**src/rtl/ps2_pkg.sv**
```systemverilog
// Shared types and constants for the PS/2 scan-code receiver.
package ps2_pkg;

  typedef enum logic [1:0] {
    IDLE   = 2'd0,
    DATA   = 2'd1,
    PARITY = 2'd2,
    STOP   = 2'd3
  } ps2_state_e;

  localparam logic [7:0] PS2_EXT_PREFIX = 8'hE0;
  localparam logic [7:0] PS2_BRK_PREFIX = 8'hF0;
  localparam int unsigned PS2_FRAME_BITS = 11;

  // True when the 8 data bits plus the parity bit hold an odd number of ones.
  function automatic logic odd_parity_ok(input logic [7:0] data, input logic par);
    return ^{data, par};
  endfunction

endpackage

```
**src/rtl/ps2_sync_edge.sv**
```systemverilog
// Two-flop synchronizer plus history flop for one PS/2 pin.
// The output fall_o pulses when the synchronized level goes from 1 to 0.
module ps2_sync_edge (
  input  logic Clk,
  input  logic Reset,
  input  logic pin_i,
  output logic level_o,
  output logic fall_o
);

  logic sync1_q, sync2_q, hist_q;

  // The bus idles high, so all stages reset to 1 to avoid a false edge.
  always_ff @(posedge Clk or posedge Reset) begin
    if (Reset) begin
      sync1_q <= 1'b1;
      sync2_q <= 1'b1;
      hist_q  <= 1'b1;
    end else begin
      sync1_q <= pin_i;
      sync2_q <= sync1_q;
      hist_q  <= sync2_q;
    end
  end

  assign level_o = sync2_q;
  assign fall_o  = hist_q & ~sync2_q;

endmodule

```
**src/rtl/ps2_scancode_rx.sv**
```systemverilog
// PS/2 frame receiver with E0/F0 prefix absorption and an inactivity watchdog.
// Parity enforcement is enabled by defining PS2_PARITY_CHECK_EN.
module ps2_scancode_rx
  import ps2_pkg::*;
#(
  parameter int unsigned TIMEOUT_CYC = 50000
) (
  input  logic       Clk,
  input  logic       Reset,
  input  logic       psClk,
  input  logic       psData,
  output logic [7:0] code,
  output logic       code_valid,
  output logic       is_ext,
  output logic       is_break,
  output logic       frame_err
);

  localparam int unsigned WDW = $clog2(TIMEOUT_CYC + 1);

  logic clk_fall, clk_lvl_unused;
  logic data_lvl, data_fall_unused;

  ps2_sync_edge u_sync_clk (
    .Clk     (Clk),
    .Reset   (Reset),
    .pin_i   (psClk),
    .level_o (clk_lvl_unused),
    .fall_o  (clk_fall)
  );

  ps2_sync_edge u_sync_data (
    .Clk     (Clk),
    .Reset   (Reset),
    .pin_i   (psData),
    .level_o (data_lvl),
    .fall_o  (data_fall_unused)
  );

  ps2_state_e     state_q, state_d;
  logic [2:0]     bit_cnt_q, bit_cnt_d;
  logic [7:0]     shift_q, shift_d;
  logic           par_q, par_d;
  logic           ext_pend_q, ext_pend_d;
  logic           brk_pend_q, brk_pend_d;
  logic [7:0]     code_q, code_d;
  logic           is_ext_q, is_ext_d;
  logic           is_break_q, is_break_d;
  logic           code_valid_q, code_valid_d;
  logic           frame_err_q, frame_err_d;
  logic [WDW-1:0] wd_q, wd_d;
  logic           parity_ok;
  logic           timeout;

`ifdef PS2_PARITY_CHECK_EN
  assign parity_ok = odd_parity_ok(shift_q, par_q);
`else
  // Bring-up build: the parity bit is still captured but never rejects a frame.
  logic parity_unused;
  assign parity_unused = odd_parity_ok(shift_q, par_q);
  assign parity_ok     = 1'b1;
`endif

  assign timeout = !clk_fall && (state_q != IDLE) && (wd_q == WDW'(TIMEOUT_CYC - 1));

  always_comb begin
    state_d      = state_q;
    bit_cnt_d    = bit_cnt_q;
    shift_d      = shift_q;
    par_d        = par_q;
    ext_pend_d   = ext_pend_q;
    brk_pend_d   = brk_pend_q;
    code_d       = code_q;
    is_ext_d     = is_ext_q;
    is_break_d   = is_break_q;
    code_valid_d = 1'b0;
    frame_err_d  = 1'b0;
    wd_d         = wd_q;

    if (clk_fall) begin
      wd_d = '0;
    end else if ((state_q != IDLE) && (wd_q != WDW'(TIMEOUT_CYC))) begin
      wd_d = wd_q + WDW'(1);
    end

    case (state_q)
      IDLE: begin
        if (clk_fall) begin
          if (!data_lvl) begin
            state_d   = DATA;
            bit_cnt_d = 3'd0;
          end else begin
            frame_err_d = 1'b1;
          end
        end
      end
      DATA: begin
        if (clk_fall) begin
          shift_d   = {data_lvl, shift_q[7:1]};
          bit_cnt_d = bit_cnt_q + 3'd1;
          if (bit_cnt_q == 3'd7) state_d = PARITY;
        end
      end
      PARITY: begin
        if (clk_fall) begin
          par_d   = data_lvl;
          state_d = STOP;
        end
      end
      STOP: begin
        if (clk_fall) begin
          state_d = IDLE;
          if (data_lvl && parity_ok) begin
            if (shift_q == PS2_EXT_PREFIX) begin
              ext_pend_d = 1'b1;
            end else if (shift_q == PS2_BRK_PREFIX) begin
              brk_pend_d = 1'b1;
            end else begin
              code_d       = shift_q;
              is_ext_d     = ext_pend_q;
              is_break_d   = brk_pend_q;
              code_valid_d = 1'b1;
              ext_pend_d   = 1'b0;
              brk_pend_d   = 1'b0;
            end
          end else begin
            frame_err_d = 1'b1;
            ext_pend_d  = 1'b0;
            brk_pend_d  = 1'b0;
          end
        end
      end
      default: state_d = IDLE;
    endcase

    // A fall always clears the counter, so it can never coincide with a timeout.
    if (timeout) begin
      state_d     = IDLE;
      frame_err_d = 1'b1;
      ext_pend_d  = 1'b0;
      brk_pend_d  = 1'b0;
    end
  end

  always_ff @(posedge Clk or posedge Reset) begin
    if (Reset) begin
      state_q      <= IDLE;
      bit_cnt_q    <= 3'd0;
      shift_q      <= 8'h00;
      par_q        <= 1'b0;
      ext_pend_q   <= 1'b0;
      brk_pend_q   <= 1'b0;
      code_q       <= 8'h00;
      is_ext_q     <= 1'b0;
      is_break_q   <= 1'b0;
      code_valid_q <= 1'b0;
      frame_err_q  <= 1'b0;
      wd_q         <= '0;
    end else begin
      state_q      <= state_d;
      bit_cnt_q    <= bit_cnt_d;
      shift_q      <= shift_d;
      par_q        <= par_d;
      ext_pend_q   <= ext_pend_d;
      brk_pend_q   <= brk_pend_d;
      code_q       <= code_d;
      is_ext_q     <= is_ext_d;
      is_break_q   <= is_break_d;
      code_valid_q <= code_valid_d;
      frame_err_q  <= frame_err_d;
      wd_q         <= wd_d;
    end
  end

  assign code       = code_q;
  assign is_ext     = is_ext_q;
  assign is_break   = is_break_q;
  assign code_valid = code_valid_q;
  assign frame_err  = frame_err_q;

endmodule

```
**config.mk**
```make
export PLATFORM = sky130hd
export DESIGN_NAME = ps2_scancode_rx
export DESIGN_NICKNAME = d
export VERILOG_FILES = /design/src/rtl/ps2_pkg.sv /design/src/rtl/ps2_sync_edge.sv /design/src/rtl/ps2_scancode_rx.sv
export SDC_FILE = /design/constraint.sdc
export NUM_CORES = 1
export LEC_CHECK = 0
export ABC_AREA = 1
export CAP_MARGIN = 20
export CORE_ASPECT_RATIO = 1.1
export CORE_MARGIN = 1.5
export CORE_UTILIZATION = 40
export DETAILED_ROUTE_END_ITERATION = 10
export PLACE_DENSITY = 0.66
export REMOVE_ABC_BUFFERS = 1
export SYNTH_ARGS = -nofsm -noshare
export SYNTH_HDL_FRONTEND = slang
export SYNTH_HIERARCHICAL = 1
export SYNTH_SLANG_ARGS = --single-unit
```
**constraint.sdc**
```tcl
create_clock -name Clk -period 1.9 [get_ports Clk]
set_clock_uncertainty 0.15 [all_clocks]
set_input_delay 0.475 -clock Clk [delete_from_list [all_inputs] [get_ports Clk]]
set_output_delay 0.475 -clock Clk [all_outputs]
set_load 0.03 [all_outputs]
```
Word level (Yosys, flattened, before mapping)
Index checks and enable logic that the tools add are counted.
{"block": "word_totals", "ff_bits": 48, "inputBits": 4, "output_inout_bits": 12, "elab_cells": 94}
{"block": "classes", "add_sub_neg": 2, "eq_ne": 19, "mux": 37, "bitwise": 4, "reduce_logical": 16}
{"cell": "$mux W16", "count": 2}
{"cell": "$mux W1", "count": 22}
{"cell": "$ne A3 B3 Y1 const B", "count": 7}
{"cell": "$add A16 B1 Y16 const B", "count": 1}
{"cell": "$eq A16 B16 Y1 const B", "count": 1}
{"cell": "$eq A8 B8 Y1 const B", "count": 2}
{"cell": "$ne A16 B16 Y1 const B", "count": 1}
{"cell": "$mux W2", "count": 7}
{"cell": "$reduce_bool A2 Y1", "count": 5}
{"cell": "$mux W3", "count": 3}
{"cell": "$pmux W2 S4", "count": 1}
{"cell": "$ne A2 B2 Y1 const B", "count": 3}
{"cell": "$pmux W3 S2", "count": 1}
{"cell": "$reduce_and A3 Y1", "count": 2}
{"cell": "$reduce_and A6 Y1", "count": 1}
{"cell": "$reduce_and A5 Y1", "count": 1}
{"cell": "$eq A2 B2 Y1 const B", "count": 2}
{"cell": "$ne A4 B4 Y1 const B", "count": 1}
{"cell": "$reduce_and A4 Y1", "count": 1}
{"cell": "$add A3 B1 Y3 const B", "count": 1}
{"cell": "$eq A3 B3 Y1 const B", "count": 1}
{"cell": "$logic_and A1 B1 Y1", "count": 3}
{"cell": "$not A1 Y1", "count": 3}
{"cell": "$eq A2 B1 Y1 const B", "count": 1}
{"cell": "5 further kinds", "count": 5}

Longest topological paths before layout
Gate-level depths: netlist (run 1).
{"block": "depth", "ltp_word": 7, "ltp_mapped": 11, "ltp_nobuf": 10}

By module
The synthesis (run 1) kept the hierarchy.
{"mod": "ps2_scancode_rx", "n_inst": 1, "cells_each": 318, "area_per_inst_um2": 2396.0}
{"mod": "ps2_sync_edge", "n_inst": 2, "cells_each": 6, "area_per_inst_um2": 92.6}

Least setup slack after synthesis (run 1)
No wires, ideal clock.
{"block": "synth_timing", "path_type": "register to register", "start": "reg u_sync_clk.hist_q", "end": "reg state_q[0]", "setup_time_ps": 122, "arrival_ps": 1404, "path_slack_ps": 224, "path_stages_with_launch": 9, "cell_sequence": "dfstp_2 inv_1 nor2_2 buf_4 clkinv_1 o21ai_0 o21ai_0 nand2_1 nand2_1"}
{"block": "synth_between", "elab_chain_len": 6, "elab_cells_between_ends": 12}
{"item": "start: declaration", "line": "ps2_sync_edge.sv:11", "text": "logic sync1_q, sync2_q, hist_q;"}
{"item": "start signal: assignment", "line": "ps2_sync_edge.sv:22", "text": "hist_q <= sync2_q;"}
{"item": "$and A1 B1 Y1 (*)", "line": "ps2_sync_edge.sv:27", "text": "assign fall_o = hist_q & ~sync2_q;"}
{"item": "net clk_fall", "line": "ps2_scancode_rx.sv:21", "text": "logic clk_fall, clk_lvl_unused;"}
{"item": "$logic_not A1 Y1", "line": "ps2_scancode_rx.sv:64", "text": "assign timeout = !clk_fall && (state_q != IDLE) && (wd_q == WDW'(TIMEOUT_CYC - 1));"}
{"item": "$logic_and A1 B1 Y1 (2 in a row)", "line": "ps2_scancode_rx.sv:64"}
{"item": "$ne A3 B3 Y1 (no line)"}
{"item": "$reduce_and A6 Y1 (no line)"}
{"item": "end signal: assignment", "line": "ps2_scancode_rx.sv:160", "text": "state_q <= state_d;"}
{"item": "end: declaration", "line": "ps2_scancode_rx.sv:40", "text": "ps2_state_e state_q, state_d;"}
Mark *: on every way through the listed nets, which the timed path passes. The rest lies on a longest branch.
A chain may end at the register's enable or synchronous reset.

Final worst setup path (run 1)
{"block": "layout_timing", "start": "reg state_q[0]", "end": "reg ext_pend_q"}
{"block": "layout_between", "elab_chain_len": 5, "elab_cells_between_ends": 9}
{"item": "$reduce_bool A2 Y1", "line": "ps2_scancode_rx.sv:64"}
{"item": "$logic_and A1 B1 Y1 (2 in a row)", "line": "ps2_scancode_rx.sv:64"}
{"item": "$ne A4 B4 Y1 (no line) or $reduce_bool A2 Y1 (tied branches)"}
{"item": "$reduce_and A3 Y1 (no line)"}
{"item": "end signal: assignment", "line": "ps2_scancode_rx.sv:164", "text": "ext_pend_q <= ext_pend_d;"}
{"item": "end: declaration", "line": "ps2_scancode_rx.sv:44", "text": "logic ext_pend_q, ext_pend_d;"}
Several ways; a longest one is shown, not always the timed one.

==> results of run 1 <==
stage by stage:
step / cell area, µm² / setup slack, ns
CTS: 2939 / 0.01762
finish: 2954 / 0.1395
detailed placement: 2831 / 0.03401
global placement: 2831 / 0.04195
floorplan: 2501 / -0.1030
global route: 2954 / -0.01641
placed cells by master (no fill, tap or decap):
cell and n:
sky130_fd_sc_hd__clkinvlp_4 1, sky130_fd_sc_hd__xnor2_1 1, sky130_fd_sc_hd__dfstp_2 5, sky130_fd_sc_hd__nand4_1 18, sky130_fd_sc_hd__clkinv_1 2, sky130_fd_sc_hd__inv_2 2, sky130_fd_sc_hd__o2111ai_1 1, sky130_fd_sc_hd__inv_1 35
sky130_fd_sc_hd__buf_4 8, sky130_fd_sc_hd__nor2_4 4, sky130_fd_sc_hd__o21a_1 1, sky130_fd_sc_hd__o21bai_1 3, sky130_fd_sc_hd__or2_2 1, sky130_fd_sc_hd__o21ai_1 3, sky130_fd_sc_hd__inv_6 1, sky130_fd_sc_hd__bufinv_16 1
sky130_fd_sc_hd__ha_1 6, sky130_fd_sc_hd__xor2_1 4, sky130_fd_sc_hd__o21ai_0 25, sky130_fd_sc_hd__nand3_1 17, sky130_fd_sc_hd__nand3_4 1, sky130_fd_sc_hd__o31ai_1 2, sky130_fd_sc_hd__dfrtp_1 43, sky130_fd_sc_hd__nor2_1 33
sky130_fd_sc_hd__nand2_4 1, sky130_fd_sc_hd__nor3_1 2, sky130_fd_sc_hd__nand2_1 104, sky130_fd_sc_hd__and2_1 1, sky130_fd_sc_hd__nand2_2 2, sky130_fd_sc_hd__buf_12 1, sky130_fd_sc_hd__ha_2 2, sky130_fd_sc_hd__nor2_2 1
sky130_fd_sc_hd__clkbuf_8 5, sky130_fd_sc_hd__clkdlybuf4s50_1 3, sky130_fd_sc_hd__dlygate4sd2_1 12
state kept, by name, summed over array words and instances, names as in the netlist:
| name | count |
|---|---|
| bit_cnt_q | 3 |
| brk_pend_q | 1 |
| code | 8 |
| code_valid | 1 |
| ext_pend_q | 1 |
| frame_err | 1 |
| is_break | 1 |
| is_ext | 1 |
| shift_q | 8 |
| state_q | 2 |
| u_sync_clk/hist_q | 1 |
| u_sync_clk/level_o | 1 |
| u_sync_clk/sync1_q | 1 |
| u_sync_data/level_o | 1 |
| u_sync_data/sync1_q | 1 |
| wd_q | 16 |
worst max-delay path: stages, from the launching register on:
cell	delay, ns
sky130_fd_sc_hd__dfrtp_1	0.40
sky130_fd_sc_hd__inv_1	0.08
sky130_fd_sc_hd__ha_2	0.24
sky130_fd_sc_hd__nor2_2	0.13
sky130_fd_sc_hd__nand3_1	0.10
sky130_fd_sc_hd__nor2_1	0.12
sky130_fd_sc_hd__nand2_1	0.15
sky130_fd_sc_hd__nand2_2	0.12
sky130_fd_sc_hd__nand2_1	0.06
sky130_fd_sc_hd__nand2_1	0.05
sky130_fd_sc_hd__nand2_1	0.05
area by class of cell:
class | instances | area [µm²]
Inverter | 39 | 146.4
Tap cell | 80 | 100.1
Clock inverter | 3 | 46.29
Sequential cell | 48 | 1207
Multi-Input combinational cell | 233 | 1170
Fill cell | 639 | 3202
Clock buffer | 5 | 68.82
Timing Repair Buffer | 24 | 215.2
worst paths after layout:
| kind | startpoint | to | slack [ns] | cells after the start |
|---|---|---|---|---|
| hold / removal | u_sync_clk/sync1_q | u_sync_clk/level_o | 0.21 | 0 |
| setup reg to reg | state_q[0] | ext_pend_q | 0.14 | 10 |
| max in group asynchronous | Reset | shift_q[0] | 0.84 | 3 |
| min in group asynchronous | Reset | bit_cnt_q[2] | 0.32 | 2 |
| hold reg to reg | u_sync_clk/sync1_q | u_sync_clk/level_o | 0.21 | 0 |
| setup / recovery | state_q[0] | ext_pend_q | 0.14 | 10 |
routing by layer:
| layer | track usage [%] | vias to the layer above | share of wire, % |
|---|---|---|---|
| met2 | 27.12 | 31 | 47 |
| met4 | 6.380 | 0 | 2.0 |
| met3 | 2.842 | 10 | 2.8 |
| met1 | 20.99 | 994 | 48 |
| li1 | - | 1091 | - |
| met5 | 0 | - | 0 |
power breakdown:
part,switching [mW],internal (mW),leakage (nW),total [mW]
combinational,0.664,0.368,0.766,1.03
sequential,0.134,1.22,0.638,1.35
clock,0.362,0.397,0.0548,0.758
==> results.json, run 1 <==
{
  "final_core_util_pct": 47.99,
  "drt-pass1-iter-count": 4,
  "crit_required_ns": 1.95,
  "synth_warnings": 6,
  "power-per-cell-area_mw_per_mm2": 1063,
  "maximum_number_of_pins_on_one_net_before_global_route_repair": 26,
  "finalCritPeriodShare_pct": 92.66,
  "worstSkewPairLatency_ns": 0.31,
  "route.detailed.drc": 0,
  "cap_violations": 0,
  "dr_total_vias": 2126,
  "post_synth_instance_area_mm2": 0.002545,
  "tritoncts_clock_tree": "done",
  "design.final.nets": 363,
  "synthCells": 327,
  "worst_setup_path_end_kind": "flip-flop",
  "cts-hold-fix-buffers": 0,
  "cts.clk_slew.worst_paths_ns": 0.09,
  "setup_viol": 0,
  "post-dp-hpwl_um": 3736,
  "max_slew.worst_pin.slew_ns": 0.4078,
  "final_antenna_net_count": 0,
  "hold_path.class": "flip-flop to flip-flop",
  "gp_congestion": 0.8722,
  "count_of_instances_resized_after_the_clock_tree_is_built": 13,
  "avgRoutedWirePerCell_um": 11.62,
  "insertedDiodeCount": 0,
  "leakagePower_nw": 1.459,
  "vias_in_the_first_global_route": 1979,
  "port_buffers": 15,
  "ctsRootBufferMaster": "sky130_fd_sc_hd__clkbuf_8",
  "critical_path.max_fanout": 6,
  "cts-htree-levels": 2,
  "slew_violations": 0,
  "hold_viol_final": 0,
  "worst_ep_arrival_time_ns": 1.81,
  "post_syn_area_per_cell_um2": 7.783,
  "design_power_total_mw": 3.140,
  "initial_core_util_pct": 41.34,
  "drive_above_1_share_pct": 10.23,
  "fin_tns_setup_ns": 0,
  "routed_wirelength_um": 5019,
  "finalHoldWorstSlack_ns": 0.2097,
  "peakVddDrop_mv": 0.4351,
  "floorplan.die.height_um": 86.66,
  "drtIter0Drc": 159,
  "routed_via_density": 4.921,
  "cts.sinks": 48,
  "floorplan.io_pins": 16,
  "grt_remaining_overflow": 0,
  "number_of_antenna_violations_at_the_first_check_in_global_routing": 0,
  "placed_cells": 424,
  "timing.final.crit_period_ns": 1.761,
  "slew-limit-headroom_pct": 72.65,
  "cts-buffers-inserted": 5,
  "setup.worst_path.class": "flip-flop to flip-flop",
  "fin_cells": 432,
  "start_kind": "flip-flop",
  "clk_path_buf_depth": 2,
  "die_w_um": 79.05,
  "area.growth.synth_to_final_pct": 16.08,
  "std_cell_rows": 30,
  "gr-usage-all-layers_pct": 16.26,
  "max_freq_mhz": 568.0,
  "outcome": "completed",
  "die_area_mm2": 0.006850,
  "setup_bufs_post_cts": 0,
  "fp.coreArea_mm2": 0.006156,
  "wire_length_of_the_first_global_routing_pass_um": 8804
}
(Power assumes the default switching activity.)
==> run 2: changes to the inputs <==
CAP_MARGIN = 10   (was 20)
TNS_END_PERCENT = 20   (was unset)
==> results of run 2 <==
Final layout, timing and power as in run 1 (identical DEF).
==> run 3: changes to the inputs <==
PLACE_DENSITY = 0.69   (was 0.66)
clock period = 1.5 ns   (was 1.9 ns; I/O delays follow)
==> run 3 against run 2 <==
Effect of this change: the flow now finishes with violations (negative setup slack); via count rose by 15%; critical path depth unchanged; routed wire length grew 33%; sequential cell count unchanged; global-route usage grew 2.5 points; first-iteration DRC count increased by 1.9%; critical endpoint is now wd_q[2].
==> results.json, run 3 (synthesis gave the netlist of run 1 again) <==
{
  "rsz0062_at_grt": "true",
  "design.final.nets": 414,
  "peakVddDrop_mv": 0.7358,
  "cts.clk_slew.worst_paths_ns": 0.08,
  "route.detailed.drc": 0,
  "max_freq_mhz": 587.9,
  "hold_viol_final": 0,
  "final_critical_path_setup_slack_ns": -0.2008,
  "outcome": "finished, violations left",
  "start_kind": "flip-flop",
  "worst_ep_arrival_time_ns": 1.77,
  "ctsRootBufferMaster": "sky130_fd_sc_hd__clkbuf_8",
  "placedInstanceArea_mm2": 0.003112,
  "placed_cells": 462,
  "mostFrequentLayoutCell": "sky130_fd_sc_hd__nand2_1",
  "insertedDiodeCount": 0,
  "die_area_mm2": 0.006850,
  "clk_path_buf_depth": 2,
  "worstSkewPairLatency_ns": 0.30,
  "tritoncts_clock_tree": "done",
  "cts-buffers-inserted": 5,
  "worst_setup_path_end_kind": "flip-flop",
  "routed_wirelength_um": 6656,
  "gr-usage-all-layers_pct": 18.73,
  "failed_checks": "negative setup slack",
  "area.growth.synth_to_final_pct": 43.71,
  "largest_register_by_flop_count": "wd_q",
  "crit_required_ns": 1.57,
  "drt-pass1-iter-count": 4,
  "floorplan.die.height_um": 86.66,
  "slew-limit-headroom_pct": 80.02,
  "die_w_um": 79.05,
  "worstPathCellList": "inv_2 -> ha_4 -> nand2_2 -> nor2_2 -> nand2_2 -> nor2_4 -> nor2_4 -> buf_6 -> nand3_1 -> o21ai_1",
  "std_cell_rows": 30,
  "final_core_util_pct": 59.41,
  "cts-htree-levels": 2,
  "clkPwrFrac_pct": 19.7,
  "slew_violations": 0,
  "wire_length_of_the_first_global_routing_pass_um": 10120,
  "fp.coreArea_mm2": 0.006156,
  "drtIter0Drc": 162,
  "hold_path.class": "flip-flop to flip-flop",
  "grt_remaining_overflow": 0,
  "p_int_mw": 3.263,
  "leakagePower_nw": 1.765,
  "design_power_total_mw": 5.264,
  "critical_path.max_fanout": 5,
  "timing.final.crit_period_ns": 1.701,
  "floorplan.io_pins": 16,
  "critPathSlowestCell": "sky130_fd_sc_hd__dfrtp_1",
  "cts.sinks": 48,
  "finalCritPeriodShare_pct": 113.4,
  "flip_flop_count_of_the_largest_register_after_layout": 16,
  "path_delay_family": "simple AND/OR/NAND/NOR gates",
  "layout.cells.most_common_list": "sky130_fd_sc_hd__nand2_1 (90), sky130_fd_sc_hd__buf_4 (59), sky130_fd_sc_hd__dfrtp_1 (43)",
  "dr_total_vias": 2449,
  "netSwitchingPower_mw": 2.001,
  "finalInstanceArea_mm2": 0.003657,
  "post-dp-hpwl_um": 3883,
  "vias_in_the_first_global_route": 2290,
  "max_stage_delay_ns": 0.39,
  "number_of_antenna_violations_at_the_first_check_in_global_routing": 0,
  "power-per-cell-area_mw_per_mm2": 1439,
  "reg2reg_slack_ns": -0.20,
  "comb_power_share_pct": 47.3,
  "avgRoutedWirePerCell_um": 13.78,
  "crit_buf_inv": 2,
  "setup_viol": 38,
  "cap_violations": 0,
  "finalHoldWorstSlack_ns": 0.2101,
  "fin_cells": 483,
  "setup.worst_path.class": "flip-flop to flip-flop",
  "initial_core_util_pct": 41.34,
  "power_frac_seq_pct": 33.0,
  "final_antenna_net_count": 0,
  "max_slew.worst_pin.slew_ns": 0.2997,
  "maximum_number_of_pins_on_one_net_before_global_route_repair": 44,
  "sw_frac_of_total_pct": 38.01,
  "routed_via_density": 5.070,
  "port_buffers": 15,
  "drive_above_1_share_pct": 35.73,
  "gp_congestion": 0.8329
}
## run 3: layout make-up
cell class / instances / area (µm²)
multi-input combinational: 234 / 1409
clock buffer: 7 / 96.34
fill: 519 / 2499
timing repair buffer: 74 / 665.6
clock inverter: 1 / 30.03
sequential: 48 / 1207
tap: 80 / 100.1
inverter: 39 / 148.9
## run 3: power by group through the flow
stage                     clock network (mW)  registers [mW]  logic (mW)
after detailed placement                   0            1.74        1.60
after global placement                     0            1.73        1.58
after CTS                               1.04            1.72        1.92
after floorplan                            0            1.81       0.824
after global routing                    1.10            1.77        2.68
final                                   1.04            1.74        2.49
## run 3: worst paths after layout
path / start / endpoint / cells after the start
setup / recovery: wd_q[0] / wd_q[2] / 10
min in group asynchronous: Reset / u_sync_data/sync1_q / 2
max in group asynchronous: Reset / wd_q[15] / 3
hold reg to reg: u_sync_clk/sync1_q / u_sync_clk/level_o / 0
hold / removal: u_sync_clk/sync1_q / u_sync_clk/level_o / 0
setup reg to reg: wd_q[0] / wd_q[2] / 10
## run 3: metrics by stage
step | setup WS, ns | setup TNS (ns)
floorplan | -0.5030 | -7.803
CTS | -0.1302 | -3.126
global route | -0.2873 | -7.605
finish | -0.2008 | -4.595
detailed placement | -0.2089 | -4.756
global placement | -0.1630 | -3.902
## run 3: repair_timing
item | CTS | global route
gates cloned | 2 | 2
pin swaps | 10 | 27
buffers inserted | 5 | 4
gates resized for setup | 42 | 61
hold buffers | 0 | 0
endpoints found under the setup margin | 43 | 43
## run 3: routing by layer
metal | GRT usage, % | part of all wire (%) | vias up
li1 | - | - | 1194
met1 | 22.77 | 41 | 1159
met2 | 32.09 | 52 | 75
met3 | 4.000 | 4.5 | 21
met4 | 7.815 | 1.8 | 0
met5 | 0 | 0 | -
